$ cat src/rtl/axis_alex_rx_pkg.sv
// Shared constants, state encoding and saturation helper for the alex serial receiver.
package axis_alex_rx_pkg;

  localparam int FRAME_W = 16;
  localparam int LOAD_W  = 2;

  localparam logic [7:0] SAT_MAX = 8'd255;

  typedef logic [1:0] state_t;
  localparam state_t ST_IDLE      = 2'd0;
  localparam state_t ST_SHIFT     = 2'd1;
  localparam state_t ST_LOAD_WAIT = 2'd2;

  function automatic logic [7:0] sat_inc(input logic [7:0] v);
    return (v == SAT_MAX) ? v : v + 8'd1;
  endfunction

endpackage

$ cat src/rtl/axis_alex_rx_if.sv
// AXI-Stream output bundle of the alex receiver.
// Handshake: a word transfers on any aclk edge where tvalid && tready; once tvalid
// is high, tdata holds stable until that transfer.
interface axis_alex_rx_if;
  logic [31:0] tdata;
  logic        tvalid;
  logic        tready;

  modport master (output tdata, output tvalid, input tready);
  modport slave  (input tdata, input tvalid, output tready);
endinterface

$ cat src/rtl/axis_alex_rx_sync.sv
// Input capture and rising-edge detection for the 4-bit alex link.
// AXIS_ALEX_RX_SYNC_EN adds a 2-flop synchronizer ahead of the capture register.
module alex_rx_sync (
  input  logic       aclk,
  input  logic       aresetn,
  input  logic [3:0] din,
  output logic [3:0] lvl,
  output logic [3:0] rise
);

  logic [3:0] lvl_q;
  logic [3:0] prev_q;

`ifdef AXIS_ALEX_RX_SYNC_EN
  logic [3:0] meta_q;
  logic [3:0] sync_q;

  always_ff @(posedge aclk) begin
    if (!aresetn) begin
      meta_q <= '0;
      sync_q <= '0;
      lvl_q  <= '0;
    end else begin
      meta_q <= din;
      sync_q <= meta_q;
      lvl_q  <= sync_q;
    end
  end
`else
  always_ff @(posedge aclk) begin
    if (!aresetn) lvl_q <= '0;
    else          lvl_q <= din;
  end
`endif

  always_ff @(posedge aclk) begin
    if (!aresetn) prev_q <= '0;
    else          prev_q <= lvl_q;
  end

  assign lvl  = lvl_q;
  assign rise = lvl_q & ~prev_q;

endmodule

$ cat src/rtl/axis_alex_rx.sv
// Alex serial-link receiver: shifts sclk/sdata frames, emits them on AXI-Stream on a load strobe.
// Optional AXIS_ALEX_RX_SYNC_EN inserts a 2-flop input synchronizer.
module axis_alex_rx
  import axis_alex_rx_pkg::*;
#(
  parameter int unsigned TIMEOUT = 4096
) (
  input  logic                  aclk,
  input  logic                  aresetn,
  input  logic [3:0]            alex_data,
  axis_alex_rx_if.master        m_axis,
  output logic [7:0]            err_count,
  output logic [7:0]            ovf_count,
  output state_t                dbg_state
);

  localparam logic [15:0] TMO_LAST = 16'(TIMEOUT - 1);

  logic [3:0]         lvl;
  logic [3:0]         rise;
  logic               load_prev_q;
  logic               load_any;
  logic               load_edge;
  logic               sclk_rise;
  logic               sdata;
  logic               frame_ok;
  logic               unused_sync_bits;

  state_t             state_q;
  logic [FRAME_W-1:0] shreg_q;
  logic [4:0]         bit_cnt_q;
  logic [15:0]        tmo_q;

  alex_rx_sync u_sync (
    .aclk    (aclk),
    .aresetn (aresetn),
    .din     (alex_data),
    .lvl     (lvl),
    .rise    (rise)
  );

  // Edge of the OR of both strobes: some strobe rose and neither was high before.
  assign load_any         = |lvl[3:2];
  assign load_edge        = (|rise[3:2]) & ~load_prev_q;
  assign sclk_rise        = rise[0];
  assign sdata            = lvl[1];
  assign frame_ok         = load_edge && (bit_cnt_q == 5'(FRAME_W));
  assign unused_sync_bits = &{1'b0, lvl[0], rise[1]};

  always_ff @(posedge aclk) begin
    if (!aresetn) load_prev_q <= 1'b0;
    else          load_prev_q <= load_any;
  end

  always_ff @(posedge aclk) begin
    if (!aresetn) begin
      state_q   <= ST_IDLE;
      shreg_q   <= '0;
      bit_cnt_q <= '0;
      tmo_q     <= '0;
      err_count <= '0;
    end else if (load_edge) begin
      if (bit_cnt_q != 5'(FRAME_W)) err_count <= sat_inc(err_count);
      shreg_q   <= '0;
      bit_cnt_q <= '0;
      tmo_q     <= '0;
      state_q   <= ST_LOAD_WAIT;
    end else if (state_q == ST_LOAD_WAIT) begin
      if (!load_any) state_q <= ST_IDLE;
    end else if (sclk_rise) begin
      shreg_q   <= {sdata, shreg_q[FRAME_W-1:1]};
      bit_cnt_q <= (bit_cnt_q == 5'd31) ? bit_cnt_q : bit_cnt_q + 5'd1;
      tmo_q     <= '0;
      state_q   <= ST_SHIFT;
    end else if (state_q == ST_SHIFT) begin
      // A stalled partial frame is dropped so the next strobe starts clean.
      if (tmo_q == TMO_LAST) begin
        err_count <= sat_inc(err_count);
        shreg_q   <= '0;
        bit_cnt_q <= '0;
        tmo_q     <= '0;
        state_q   <= ST_IDLE;
      end else begin
        tmo_q <= tmo_q + 16'd1;
      end
    end
  end

  always_ff @(posedge aclk) begin
    if (!aresetn) begin
      m_axis.tdata  <= '0;
      m_axis.tvalid <= 1'b0;
      ovf_count     <= '0;
    end else if (frame_ok) begin
      if (!m_axis.tvalid || m_axis.tready) begin
        m_axis.tdata  <= {14'b0, lvl[3:2], shreg_q};
        m_axis.tvalid <= 1'b1;
      end else begin
        ovf_count <= sat_inc(ovf_count);
      end
    end else if (m_axis.tvalid && m_axis.tready) begin
      m_axis.tvalid <= 1'b0;
    end
  end

  assign dbg_state = state_q;

endmodule
$ cat src/flat_wrapper.sv
// flat-port wrapper written by rule: the top's interface ports become plain ports
module axis_alex_rx_flat import axis_alex_rx_pkg::*;
#(
  parameter int unsigned TIMEOUT = 4096
)
  (aclk, aresetn, alex_data, err_count, ovf_count, dbg_state, m_axis_tdata, m_axis_tvalid, m_axis_tready);
  axis_alex_rx_if m_axis_i ();
  input  logic aclk;
  input  logic aresetn;
  input  logic [3:0] alex_data;
  output logic [7:0] err_count;
  output logic [7:0] ovf_count;
  output state_t dbg_state;
  output wire logic [$bits(m_axis_i.tdata)-1:0] m_axis_tdata;
  output wire logic [$bits(m_axis_i.tvalid)-1:0] m_axis_tvalid;
  input wire logic [$bits(m_axis_i.tready)-1:0] m_axis_tready;
  assign m_axis_tdata = m_axis_i.tdata;
  assign m_axis_tvalid = m_axis_i.tvalid;
  assign m_axis_i.tready = m_axis_tready;
  axis_alex_rx #(.TIMEOUT(TIMEOUT)) u_core (.aclk(aclk), .aresetn(aresetn), .alex_data(alex_data), .m_axis(m_axis_i), .err_count(err_count), .ovf_count(ovf_count), .dbg_state(dbg_state));
endmodule
$ cat config.mk
export PLATFORM = sky130hd
export DESIGN_NAME = axis_alex_rx_flat
export DESIGN_NICKNAME = d
export VERILOG_FILES = /design/src/rtl/axis_alex_rx_pkg.sv /design/src/rtl/axis_alex_rx_if.sv /design/src/rtl/axis_alex_rx_sync.sv /design/src/rtl/axis_alex_rx.sv /design/src/flat_wrapper.sv
export SDC_FILE = /design/constraint.sdc
export NUM_CORES = 1
export LEC_CHECK = 0
export ABC_CLOCK_PERIOD_IN_PS = 3200
export BUFFER_PORTS_ARGS = -buffer_cell sky130_fd_sc_hd__buf_4
export CORE_UTILIZATION = 45
export CTS_CLUSTER_DIAMETER = 120
export DETAILED_ROUTE_END_ITERATION = 16
export GPL_ROUTABILITY_DRIVEN = 0
export PLACE_DENSITY = 0.62
export SLEW_MARGIN = 30
export SYNTH_ARGS = -nofsm -noshare
export SYNTH_HDL_FRONTEND = slang
export SYNTH_SLANG_ARGS = --single-unit
$ cat constraint.sdc
create_clock -name aclk -period 3.2 [get_ports aclk]
set_clock_uncertainty 0.2 [all_clocks]
set_input_delay 0 -clock aclk [delete_from_list [all_inputs] [get_ports aclk]]
set_output_delay 0 -clock aclk [all_outputs]
set_load 0.02 [all_outputs]
* After elaboration in Yosys (flattened, before gate mapping) *
Cells that the tools add are included.

operators by class
  add/subtract/negate cells = 4
  eq/ne operators = 15
  multiplexer cells = 26
  bitwise operators = 8
  reductions and logical operators = 25

operators by type and width
  cell                     number
  $mux W16                 6
  $mux W8                  7
  $mux W5                  4
  $add A16 B1 Y16 const B  1
  $add A8 B1 Y8 const B    2
  $eq A16 B12 Y1 const B   1
  $eq A8 B8 Y1 const B     2
  $mux W2                  6
  $reduce_and A3 Y1        4
  $eq A5 B5 Y1 const B     2
  $ne A2 B2 Y1 const B     5
  $reduce_bool A2 Y1       5
  $reduce_bool A4 Y1       2
  $reduce_and A2 Y1        3
  $reduce_bool A3 Y1       2
  $reduce_or A2 Y1         3
  $add A5 B1 Y5 const B    1
  $ne A5 B5 Y1 const B     1
  $not A1 Y1               5
  $reduce_and A5 Y1        1
  $and A4 B4 Y4            1
  $not A4 Y4               1
  $reduce_and A4 Y1        1
  $mux W1                  3
  other kinds (8)          9

storage, ports and cells
  bits in registers = 83
  logic and storage cells = 90

* Depth between registers and ports, before layout *
  word-level depth = 7
  depth in mapped cells = 9
  depth with buffers taken out = 8

* By module *
A second synthesis with hierarchy kept.

unflattened totals
  cell total of the unflattened synthesis = 395
  area, all modules = 3502.1 um2

by module, submodules not included
  module        times used  cells an instance  area each (um2)
  axis_alex_rx  1           375                3266.9
  alex_rx_sync  1           20                 235.2

* Worst setup path after synthesis *
Ideal clock, no wire load.

  path kind = register to register
  from = register u_core.tmo_q[15]
  to = register u_core.err_count[6]
  library setup time = 0.071 ns
  arrival time = 2.004 ns
  path slack = 0.926 ns
  cell stages (with the launch flop) = 8
  path buffers = 1
  cells stage by stage = dfxtp_1 > or4_4 > nor4_4 > a21o_2 > nand3_4 > buf_6 > or3_1 > a21oi_1

between the ends
  cells in the longest elaborated chain, start to end = 3

RTL lines
  element                              RTL line            RTL
  start: declaration                   axis_alex_rx.sv:32  logic [15:0] tmo_q;
  start signal: assignment             axis_alex_rx.sv:84  tmo_q <= tmo_q + 16'd1;
  $eq A16 B12 Y1                       axis_alex_rx.sv:77  if (tmo_q == TMO_LAST) begin
  $reduce_bool A2 Y1 (no source line)  --
  $reduce_and A5 Y1 (no source line)   --
  end signal: assignment               axis_alex_rx.sv:63  if (bit_cnt_q != 5'(FRAME_W)) err_count <= sat_inc(err_count);
  end signal: assignment               axis_alex_rx.sv:78  err_count <= sat_inc(err_count);
  end: declaration                     axis_alex_rx.sv:12  output logic [7:0] err_count,

No other way between the ends.
A chain may end at the register's enable or synchronous reset.

* Worst setup path in the final report *
  from = register u_core.tmo_q[0]
  to = register u_core.err_count[2]

The elaborated chain is that of the path after synthesis.

==> metrics <==
Synth area leader=dfxtp_1; Async SR Flop Fraction=0%; CTS buffer count=9; IO Pins=58; DIE AREA=roughly 8000 um^2; Worst path max stage delay=0.44 ns; Critical Path Source Type=register; # diodes=0; multi-input logic area=1630 um^2; Rows=31; yosys warns=0; Tmin final=2.55 ns; register area=1640 um^2; reg2reg end=u_core.err_count[2]; Netlist cell types=45; first-pass GRT wire length=around 11000 um; number of setup violations in the final report=0; Cell Area, Synth=about 3400 um^2; critical path buffer and inverter count=0; clock sinks=82; worst-margin pin slew=0.634 ns; RR Startpoint=u_core.tmo_q[0]; DP Area=3780 um^2; CP Depth=7; leakage power=between 1.5 and 2 nW; DR DRC count=0; highest metal used=met4; post-CTS sizing=0; CP max stage cell=or3_2; share of the synthesized area in the top cell type=48.1%; Max VDD drop=slightly below 0.3 mV; hold path depth=1; routed wl met2=2820 um; unrepaired setup endpoints after global routing=no; routed wl met3=263 um; CP top delay family=simple AND/OR/NAND/NOR gates; CTS Buffer Depth=2; Core Region=7290 um^2; crit-path max FO=15; Die W=around 89 um; number of fill cells=699; vias=2554; Iter 0 DRT Violations=66; WL met1=3210 um; max_cap viols=0; Slew HR=57.7%; top_reg_cell synth=dfxtp_1; final period utilization=79.8%; layout cell share with drive strength beyond 1=a little under a fifth; post-route setup TNS=0 ns; Post-synth EDFFs=0; outcome=finished, final reports clean; design area=4090 um^2; dominant cells by area after synthesis=dfxtp_1, mux2i_1, nor2_1, a22o_1, xor2_1; synthesized instance count=359; initial antenna violation count=0; f_max=392 MHz; Vert. Die Dim=89.1 um; vias in the first global route=between 2k and 2.5k; final net count=roughly 430; Crit. End Element=register; CP Cell Sequence=ha_1 -> nand4_1 -> nor4_4 -> a21o_2 -> nand3_4 -> or3_2 -> a21oi_1; Hold Crit Start=u_core.u_sync.lvl[1]; Arr. time, crit path=between 2 and 3 ns; Detail Placement HPWL=roughly 4200 um; CP startpoint=u_core.tmo_q[0]; reg2reg path depth=7; via-per-instance ratio=4.95; H-tree Lvls=3; drt wl/cell=12.3 um; Initial Util=46.8%; Pwr Density=480 nW/um^2; hold crit path type=reg2reg; Layout Area Growth over Synthesis=20.0%; antenna-violating nets left=0; Worst Hold Endpoint=u_core.shreg_q[15]; Root Buffer Master=clkbuf_8; most frequent cells after synthesis=dfxtp_1, nor2_1, mux2i_1; Max Slew Vio Count=0; CTS tree=done; largest net degree at the start of global routing=26; Worst Path Required=3.29 ns; register area share after synthesis=48.1%; Post-Route WL=6360 um; GRT Resource Usage Total=between 10% and 20%; Avg Synthesized Cell Area=9.50 um^2; Congestion Overflow GR=0; most common cell in the netlist=dfxtp_1; Skew-Pair Late Insertion Delay=roughly 0.36 ns; PortBufs=43; First-pass DRT Iterations=4; flop and latch count out of synthesis=82; Worst-path clk slew=0.09 ns; critical path class=reg2reg; flop-to-flop setup slack=0.65 ns; Hold Fails Final Rpt=0
[worst max-delay path by stage]
stage                          end  slack, ns
4_1_cts        u_core.err_count[2]       0.64
2_1_floorplan  u_core.err_count[6]       0.93
3_3_place_gp   u_core.err_count[2]       0.77
5_1_grt        u_core.err_count[2]       0.43
3_5_place_dp   u_core.err_count[2]       0.68
6_report       u_core.err_count[2]       0.65
[worst reg2reg max path, stage by stage, from the launching register on]
cell and delay [ns]:
dfxtp_1 0.41, ha_1 0.21, nand4_1 0.29, nor4_4 0.43, a21o_2 0.21, nand3_4 0.15
or3_2 0.44, a21oi_1 0.15
[layout make-up]
class | count | area share (%)
Inverter | 6 | 0.550
Sequential cell | 82 | 40.1
Timing Repair Buffer | 58 | 11.3
Clock buffer | 9 | 3.03
Clock inverter | 7 | 2.11
Multi-Input combinational cell | 255 | 39.9
Tap cell | 99 | 3.03
[stage by stage]
| step | worst slack (ns) | std cells | utilization, % | hold WS (ns) | total power, mW |
|---|---|---|---|---|---|
| floorplan | 0.926 | 372 | - | -0.0727 | 1.17 |
| global placement | 0.768 | 490 | 51.8 | 0.0106 | 1.19 |
| detailed placement | 0.677 | 490 | 51.8 | 0.0159 | 1.19 |
| CTS | 0.639 | 516 | 56.1 | 0.264 | 1.99 |
| global route | 0.425 | 516 | 56.1 | 0.303 | 2.06 |
| finish | 0.648 | 516 | 56.1 | 0.260 | 1.97 |
[layer usage]
metal | track usage (%) | up-vias
met2 | 26.2 | 49
met1 | 23.6 | 1169
li1 | - | 1331
met3 | 5.91 | 5
met5 | 0 | -
met4 | 6.06 | 0
[layout by cell type, fill, tap and decap left out, types with 5 or more instances in the layout]
cell,synthesis,layout
conb_1,1,14
inv_1,5,5
dfxtp_1,82,82
nand4_1,11,11
a21oi_1,16,16
and2_1,9,9
xor2_1,13,13
nand3_1,13,13
and3_1,7,7
nand2b_1,5,5
nand2_1,13,13
mux2i_1,20,20
buf_4,14,48
nor2_1,53,52
a22o_1,16,16
or3_1,5,5
ha_1,8,8
xnor2_1,7,7
o21ai_0,9,9
clkbuf_8,0,9
dlygate4sd3_1,0,10
nor3_1,9,8
[logic make-up (layout without fill, tap and decap cells)]
logic type,Yosys count,count (layout),share of synthesized area [%]
buffers and inverters,35,80,5.69
other,1,14,0.110
DFF,82,82,48.1
adders and majority gates,8,8,2.93
muxes,21,21,6.20
and+or+nand+nor,138,138,20.9
AOI/OAI and AO/OA,54,54,10.9
xor gates and xnor gates,20,20,5.14
[flip-flops by register name (all words and copies together), names as in the netlist]
register / count
u_core.bit_cnt_q: 5
u_core.dbg_state: 2
u_core.err_count: 8
u_core.load_prev_q: 1
u_core.m_axis.tdata: 18
u_core.m_axis.tvalid: 1
u_core.ovf_count: 8
u_core.shreg_q: 16
u_core.tmo_q: 16
u_core.u_sync.lvl: 4
u_core.u_sync.prev_q: 3
[power by group]
group	switching [mW]	internal, mW	leakage (nW)
logic	0.0852	0.0468	0.832
registers	0.0126	1.03	0.663
clock network	0.413	0.377	0.104
[timing repair]
| action | 4_1_cts | 5_1_grt |
|---|---|---|
| hold endpoints to repair | 21 | 0 |
| hold buffers | 10 | 0 |
| setup buffers | 0 | 0 |
(Power assumes the default switching activity.)
